<file path="src/rtl/fb_pkg.sv">
// Shared framebuffer geometry and line-rasteriser state encoding.
// Contents: H_PIXELS/V_PIXELS screen size, FB_ADDR_W linear address width,
// line_state_t for the line writer FSM. Also used by the framebuffer controller.
package fb_pkg;

  localparam int H_PIXELS  = 640;
  localparam int V_PIXELS  = 480;
  localparam int FB_ADDR_W = 19;
  localparam int X_W       = 10;
  localparam int Y_W       = 9;

  typedef enum logic [1:0] {
    IDLE  = 2'd0,
    SETUP = 2'd1,
    DRAW  = 2'd2,
    DONE  = 2'd3
  } line_state_t;

endpackage

</file>
<file path="src/rtl/fb_addr_calc.sv">
// Linear framebuffer address: row*640 + col, built from shifts and adds.
// Latency: combinational. No flow control.
// Ports: row (9b), col (10b) in; addr (FB_ADDR_W) out.
module fb_addr_calc
  import fb_pkg::*;
(
  input  logic [Y_W-1:0]       row,
  input  logic [X_W-1:0]       col,
  output logic [FB_ADDR_W-1:0] addr
);

  logic [FB_ADDR_W-1:0] row_ext;
  logic [FB_ADDR_W-1:0] col_ext;

  assign row_ext = {{(FB_ADDR_W-Y_W){1'b0}}, row};
  assign col_ext = {{(FB_ADDR_W-X_W){1'b0}}, col};

  // 640 = 512 + 128
  assign addr = (row_ext << 9) + (row_ext << 7) + col_ext;

endmodule

</file>
<file path="src/rtl/fb_line_writer.sv">
// Bresenham line rasteriser feeding the framebuffer write port, one point/cycle.
// Latency: start sampled at edge 0, first write visible in cycle 3 (registered output).
// Backpressure: hold freezes stepping; no point is emitted while hold is high.
// Ports: clk, rst (async active-low); start, x0, y0, x1, y1, color, hold in;
//        busy, done, w_addr, color_out, en_w out.
module fb_line_writer #(
  parameter int H_PIXELS = fb_pkg::H_PIXELS,
  parameter int V_PIXELS = fb_pkg::V_PIXELS,
  parameter int ADDR_W   = fb_pkg::FB_ADDR_W
) (
  input  logic              clk,
  input  logic              rst,
  input  logic              start,
  input  logic [9:0]        x0,
  input  logic [8:0]        y0,
  input  logic [9:0]        x1,
  input  logic [8:0]        y1,
  input  logic [3:0]        color,
  input  logic              hold,
  output logic              busy,
  output logic              done,
  output logic [ADDR_W-1:0] w_addr,
  output logic [3:0]        color_out,
  output logic              en_w
);

  import fb_pkg::*;

  line_state_t state;

  logic [9:0]        cx;
  logic [8:0]        cy;
  logic [9:0]        x1_r;
  logic [8:0]        y1_r;
  logic [3:0]        col_r;
  logic signed [11:0] dx;
  logic signed [11:0] dy;
  logic signed [11:0] err;
  logic              sx_neg;
  logic              sy_neg;

  // Setup arithmetic on the latched endpoints (cx/cy hold x0/y0 here)
  logic signed [11:0] xd;
  logic signed [11:0] yd;
  logic signed [11:0] adx;
  logic signed [11:0] ady;

  assign xd  = $signed({2'b00, x1_r}) - $signed({2'b00, cx});
  assign yd  = $signed({3'b000, y1_r}) - $signed({3'b000, cy});
  assign adx = xd[11] ? -xd : xd;
  assign ady = yd[11] ? -yd : yd;

  // Bresenham step decision from err at the start of the cycle
  logic signed [12:0] e2;
  logic signed [12:0] dx_ext;
  logic signed [12:0] dy_ext;
  logic               step_x;
  logic               step_y;
  logic signed [11:0] err_nxt;
  logic               at_end;
  logic               emit;
  logic               in_bounds;

  assign e2      = {err, 1'b0};
  assign dx_ext  = {dx[11], dx};
  assign dy_ext  = {dy[11], dy};
  assign step_x  = (e2 >= dy_ext);
  assign step_y  = (e2 <= dx_ext);
  assign err_nxt = err + (step_x ? dy : 12'sd0) + (step_y ? dx : 12'sd0);
  assign at_end  = (cx == x1_r) && (cy == y1_r);
  assign emit    = (state == DRAW) && !hold;

  // Off-screen points still step but never write
  assign in_bounds = (int'(cx) < H_PIXELS) && (int'(cy) < V_PIXELS);

  logic [FB_ADDR_W-1:0] addr_nxt;

  fb_addr_calc u_addr_calc (
    .row  (cy),
    .col  (cx),
    .addr (addr_nxt)
  );

  assign busy = (state != IDLE);
  assign done = (state == DONE);

  always_ff @(posedge clk or negedge rst) begin
    if (!rst) begin
      state  <= IDLE;
      cx     <= '0;
      cy     <= '0;
      x1_r   <= '0;
      y1_r   <= '0;
      col_r  <= '0;
      dx     <= '0;
      dy     <= '0;
      err    <= '0;
      sx_neg <= 1'b0;
      sy_neg <= 1'b0;
    end else begin
      case (state)
        IDLE: begin
          if (start) begin
            cx    <= x0;
            cy    <= y0;
            x1_r  <= x1;
            y1_r  <= y1;
            col_r <= color;
            state <= SETUP;
          end
        end
        SETUP: begin
          dx     <= adx;
          dy     <= -ady;
          err    <= adx - ady;
          sx_neg <= (xd <= 12'sd0);
          sy_neg <= (yd <= 12'sd0);
          state  <= DRAW;
        end
        DRAW: begin
          if (!hold) begin
            if (at_end) begin
              state <= DONE;
            end else begin
              err <= err_nxt;
              if (step_x) cx <= sx_neg ? cx - 10'd1 : cx + 10'd1;
              if (step_y) cy <= sy_neg ? cy - 9'd1 : cy + 9'd1;
            end
          end
        end
        DONE: begin
          state <= IDLE;
        end
        default: state <= IDLE;
      endcase
    end
  end

  // Output stage: one register between the rasteriser and the write port
  always_ff @(posedge clk or negedge rst) begin
    if (!rst) begin
      en_w      <= 1'b0;
      w_addr    <= '0;
      color_out <= '0;
    end else if (emit) begin
      en_w      <= in_bounds;
      w_addr    <= ADDR_W'(addr_nxt);
      color_out <= col_r;
    end else begin
      en_w      <= 1'b0;
    end
  end

endmodule

</file>
<file path="config.mk">
export PLATFORM = sky130hd
export DESIGN_NAME = fb_line_writer
export DESIGN_NICKNAME = d
export VERILOG_FILES = /design/src/rtl/fb_pkg.sv /design/src/rtl/fb_addr_calc.sv /design/src/rtl/fb_line_writer.sv
export SDC_FILE = /design/constraint.sdc
export NUM_CORES = 1
export LEC_CHECK = 0
export ABC_CLOCK_PERIOD_IN_PS = 11200
export CAP_MARGIN = 20
export CORE_ASPECT_RATIO = 0.5
export CORE_MARGIN = 1.5
export CORE_UTILIZATION = 60
export DETAILED_ROUTE_END_ITERATION = 16
export GPL_ROUTABILITY_DRIVEN = 0
export PLACE_DENSITY_LB_ADDON = 0.3
export SETUP_SLACK_MARGIN = 0.4
export SLEW_MARGIN = 15
export SYNTH_ARGS = -nofsm -noshare
export SYNTH_HDL_FRONTEND = slang
export SYNTH_SLANG_ARGS = --single-unit
</file>
<file path="constraint.sdc">
create_clock -name clk -period 11.2 [get_ports clk]
set_input_delay 2.24 -clock clk [delete_from_list [all_inputs] [get_ports clk]]
set_output_delay 2.24 -clock clk [all_outputs]
set_load 0.005 [all_outputs]
</file>
==> flow_summary.ini <==
[status]
status = finished, final reports clean

[drt]
drc_errors = 0
drt-total-wl_um = 21600
ant_nets = 0
drt_first_pass_iters = 5
routed_via_density = 6.00
num_vias = 7283
drtIter0Drc = 501
wl_per_cell_um = 17.8

[synthesis]
yosysWarnings = 0
synth_area_um2 = 8590
postSynthAreaPerCell_um2 = 9.02
synth.distinct_cells = 66
synth_top_cell_area_share_pct = 30.9
synth-main-ff-cell = dfrtp_1
yosysSeqAreaShare_pct = 30.9
syn_inst = 952
synth_area_leaders = dfrtp_1, ha_1, fa_1, mux2_2, nand2_1
synth_nets = 1121
synth-seq-cells = 106
async_flop_share_pct = 100
yosysTopAreaCell = dfrtp_1
synth_edf_count = 0

[cts]
cts_setup_buffers = 0
cts_resized = 0
numCtsBuffers = 9
clkLatencyLatePin_ns = 0.37
h-tree-depth = 3
cts_max_path_buffers = 2
path_clk_slew_ns = 0.08
cts_root_buf = clkbuf_16
cts_tree = built
cts_num_sinks = 106
cts_hold_buf = 0

[floorplan]
io_pins = 72
dieWidth_um = 172
core-area_um2 = 13800
rows = 30
die_h_um = 87.6
start_util_pct = 62.4
die-area_um2 = 15100

[min_path]
hp-start = col_r[3]$_DFFE_PN0P_
hold_path_depth = 2
hold_path.class = flip-flop to flip-flop
min_to = color_out[3]$_DFFE_PN0P_

[cells_and_area]
num-nets-final = 1186
regArea_um2 = 2650
fin_util_pct = 71.3
nFillCells = 1011
num_antenna_cells = 0
multi_input_area_um2 = 5550
syn_to_final_growth_pct = 14.3
drive_gt1_share_pct = 6.65

[global_routing]
grt_pass1_wl_um = 35800
grt_usage_pct = 30.7
grt_overflow = 0
grt_max_degree = 75
antenna_found_initial = 0
grt_pass1_vias = 7285

[critical_path]
r2r_start = err[0]$_DFFE_PN0P_
worst-endpoint-arrival_ns = 5.41
cpMostUsedCell = o21ai_0
startpoint_type = flip-flop
worstPathCellList = ha_1 -> nor2b_1 -> o21ai_0 -> a21oi_1 -> o21ai_0 -> a31oi_1 -> clkinv_1 -> nor2_1 -> fa_1 -> ha_1 -> inv_1 -> fa_1 -> nor2b_1 -> o21ai_0 -> a21boi_0 -> o21ai_0 -> a21oi_1 -> o211ai_1 -> a21oi_1 -> mux2i_1 -> o211ai_1
crit_slowest_cell = a31oi_1
cp-end-kind = flip-flop
r2r_setup_slack_ns = 6.00
worst_r2r_endpoint = err[11]$_DFFE_PN0P_
slowest_delay_ns = 0.63
crit_required_ns = 11.42
crit_type = flip-flop to flip-flop
ff2ff_path_depth = 21
crit_fanout = 10

[sta]
worstMarginPinSlew_ns = 1.12
post-route-period-util_pct = 46.4
fin_worst_skew_ns = 0.0174
finalSetupTns_ns = 0
setup_viol = 0
finalCriticalPeriod_ns = 5.20
fmax_mhz = 192
rsz0062_at_grt = no
final_max_slew_viol_count = 0
hold_violations = 0
maxSlewHeadroom_pct = 25.4

[place]
hpwl_um = 16200
io_buffers = 71

[run]
maxCapViolCount = 0
## logic make-up (layout without fill, tap and decap cells)
group	Yosys count	in the layout	share of synthesized area, %
AO/OA/AOI/OAI	230	230	16.9
XOR/XNOR	68	68	7.02
adder cells (fa/ha/maj)	123	123	19.6
buffers and inverters	103	173	4.52
flip-flops	106	106	30.9
multiplexers	48	48	6.05
other	1	1	0.0437
AND/OR/NAND/NOR	273	273	15.0
## worst max-delay path: cells and delay by family (launching register included)
kind	cells	cell delay [ns]
compound gates	11	2.29
fa+ha+maj	4	1.17
buf+inv	2	0.57
flops	1	0.41
mux	1	0.16
simple gates	3	0.45
## cell usage after synthesis (3+ instances only)
cell type  number
nand4_1         7
o22ai_1         3
or3_1           3
and3_1          7
o31a_1          3
a211oi_1        6
o21ai_0        59
o21a_1          9
nand2_1        89
fa_1           19
xnor2_1        38
dfrtp_1       106
o21bai_1       11
a211o_1         3
o211ai_1        3
nor2_1         78
o21ai_1         6
nor4_1          3
a21boi_0        4
or2_2           6
buf_1           5
o31ai_1         5
inv_1          78
clkbuf_1       17
and2_1         11
mux2_2         31
or4_1           5
nor2b_1        19
ha_1          104
a31oi_1        10
a21o_1         30
nand3_1        18
mux2i_1        17
nor3_1          9
a221oi_1        3
a21oi_1        57
nand3b_1        3
xor2_1         29
nand2b_1        5
## area by class of cell
cell class | count | share of cell area [%]
clock buffers | 9 | 2.29
well taps | 192 | 2.45
flip-flops and latches | 106 | 27.0
multi-input cells | 743 | 56.5
repair buffers | 77 | 7.67
clock inverters | 7 | 0.969
inverters | 80 | 3.06
## placed cells by master, fill, tap and decap left out, types with 5 or more instances in the layout
| cell | synthesis | final |
|---|---|---|
| o21bai_1 | 11 | 11 |
| xor2_1 | 29 | 29 |
| xnor2_1 | 38 | 38 |
| nor2b_1 | 19 | 19 |
| fa_1 | 19 | 19 |
| nand2_1 | 89 | 89 |
| a31oi_1 | 10 | 10 |
| a211oi_1 | 6 | 6 |
| a21oi_1 | 57 | 57 |
| or4_1 | 5 | 5 |
| nand2b_1 | 5 | 5 |
| inv_1 | 78 | 78 |
| ha_1 | 104 | 104 |
| and3_1 | 7 | 7 |
| dfrtp_1 | 106 | 106 |
| o21a_1 | 9 | 9 |
| nor3_1 | 9 | 9 |
| clkbuf_16 | 0 | 9 |
| nor2_1 | 78 | 78 |
| buf_4 | 0 | 7 |
| o21ai_0 | 59 | 59 |
| clkdlybuf4s50_1 | 0 | 70 |
| mux2i_1 | 17 | 17 |
| nand4_1 | 7 | 7 |
| o31ai_1 | 5 | 5 |
| a21o_1 | 30 | 30 |
| nand3_1 | 18 | 18 |
| mux2_2 | 31 | 31 |
| o21ai_1 | 6 | 6 |
| and2_1 | 11 | 11 |
| or2_2 | 6 | 6 |
## how the worst max path moves through the flow
stage,start,endpoint,depth (start not counted),slack (ns)
after global placement,hold,cy[8]$_DFFE_PN0P_,7,6.15
after detailed placement,hold,cy[8]$_DFFE_PN0P_,7,6.01
after CTS,cx[0]$_DFFE_PN0P_,err[9]$_DFFE_PN0P_,21,6.12
after global routing,err[5]$_DFFE_PN0P_,err[11]$_DFFE_PN0P_,21,5.58
final,err[0]$_DFFE_PN0P_,err[11]$_DFFE_PN0P_,21,6.00
after floorplan,err[8]$_DFFE_PN0P_,err[11]$_DFFE_PN0P_,23,6.99
## through the flow
stage / cells / hold WS (ns) / setup WS, ns / cell area, µm²
floorplan: 952 / 0.433 / 6.99 / 8590
global placement: 1197 / 0.447 / 6.15 / 9490
detailed placement: 1197 / 0.456 / 6.01 / 9490
CTS: 1213 / 0.481 / 6.12 / 9810
global route: 1214 / 0.510 / 5.58 / 9820
finish: 1214 / 0.476 / 6.00 / 9820
## sequential cells by signal (all words and copies together), names as in the netlist
name	count
sy_neg	1
dx	12
dy	12
color_out	4
cy	9
err	12
state	2
sx_neg	1
y1_r	9
en_w	1
cx	10
x1_r	10
col_r	4
w_addr	19
## per-layer routing
layer	wire (µm)	vias to the layer above	share of wire (%)	track usage, %
met4	554	0	2.6	11.3
met1	9720	3566	45	40.7
met5	0	-	0	0
met3	1360	44	6.3	6.15
li1	-	3447	-	-
met2	9940	226	46	50.6
Power is not shown: default switching activity piles up to over one toggle a cycle in this logic, so the estimate is an artifact.
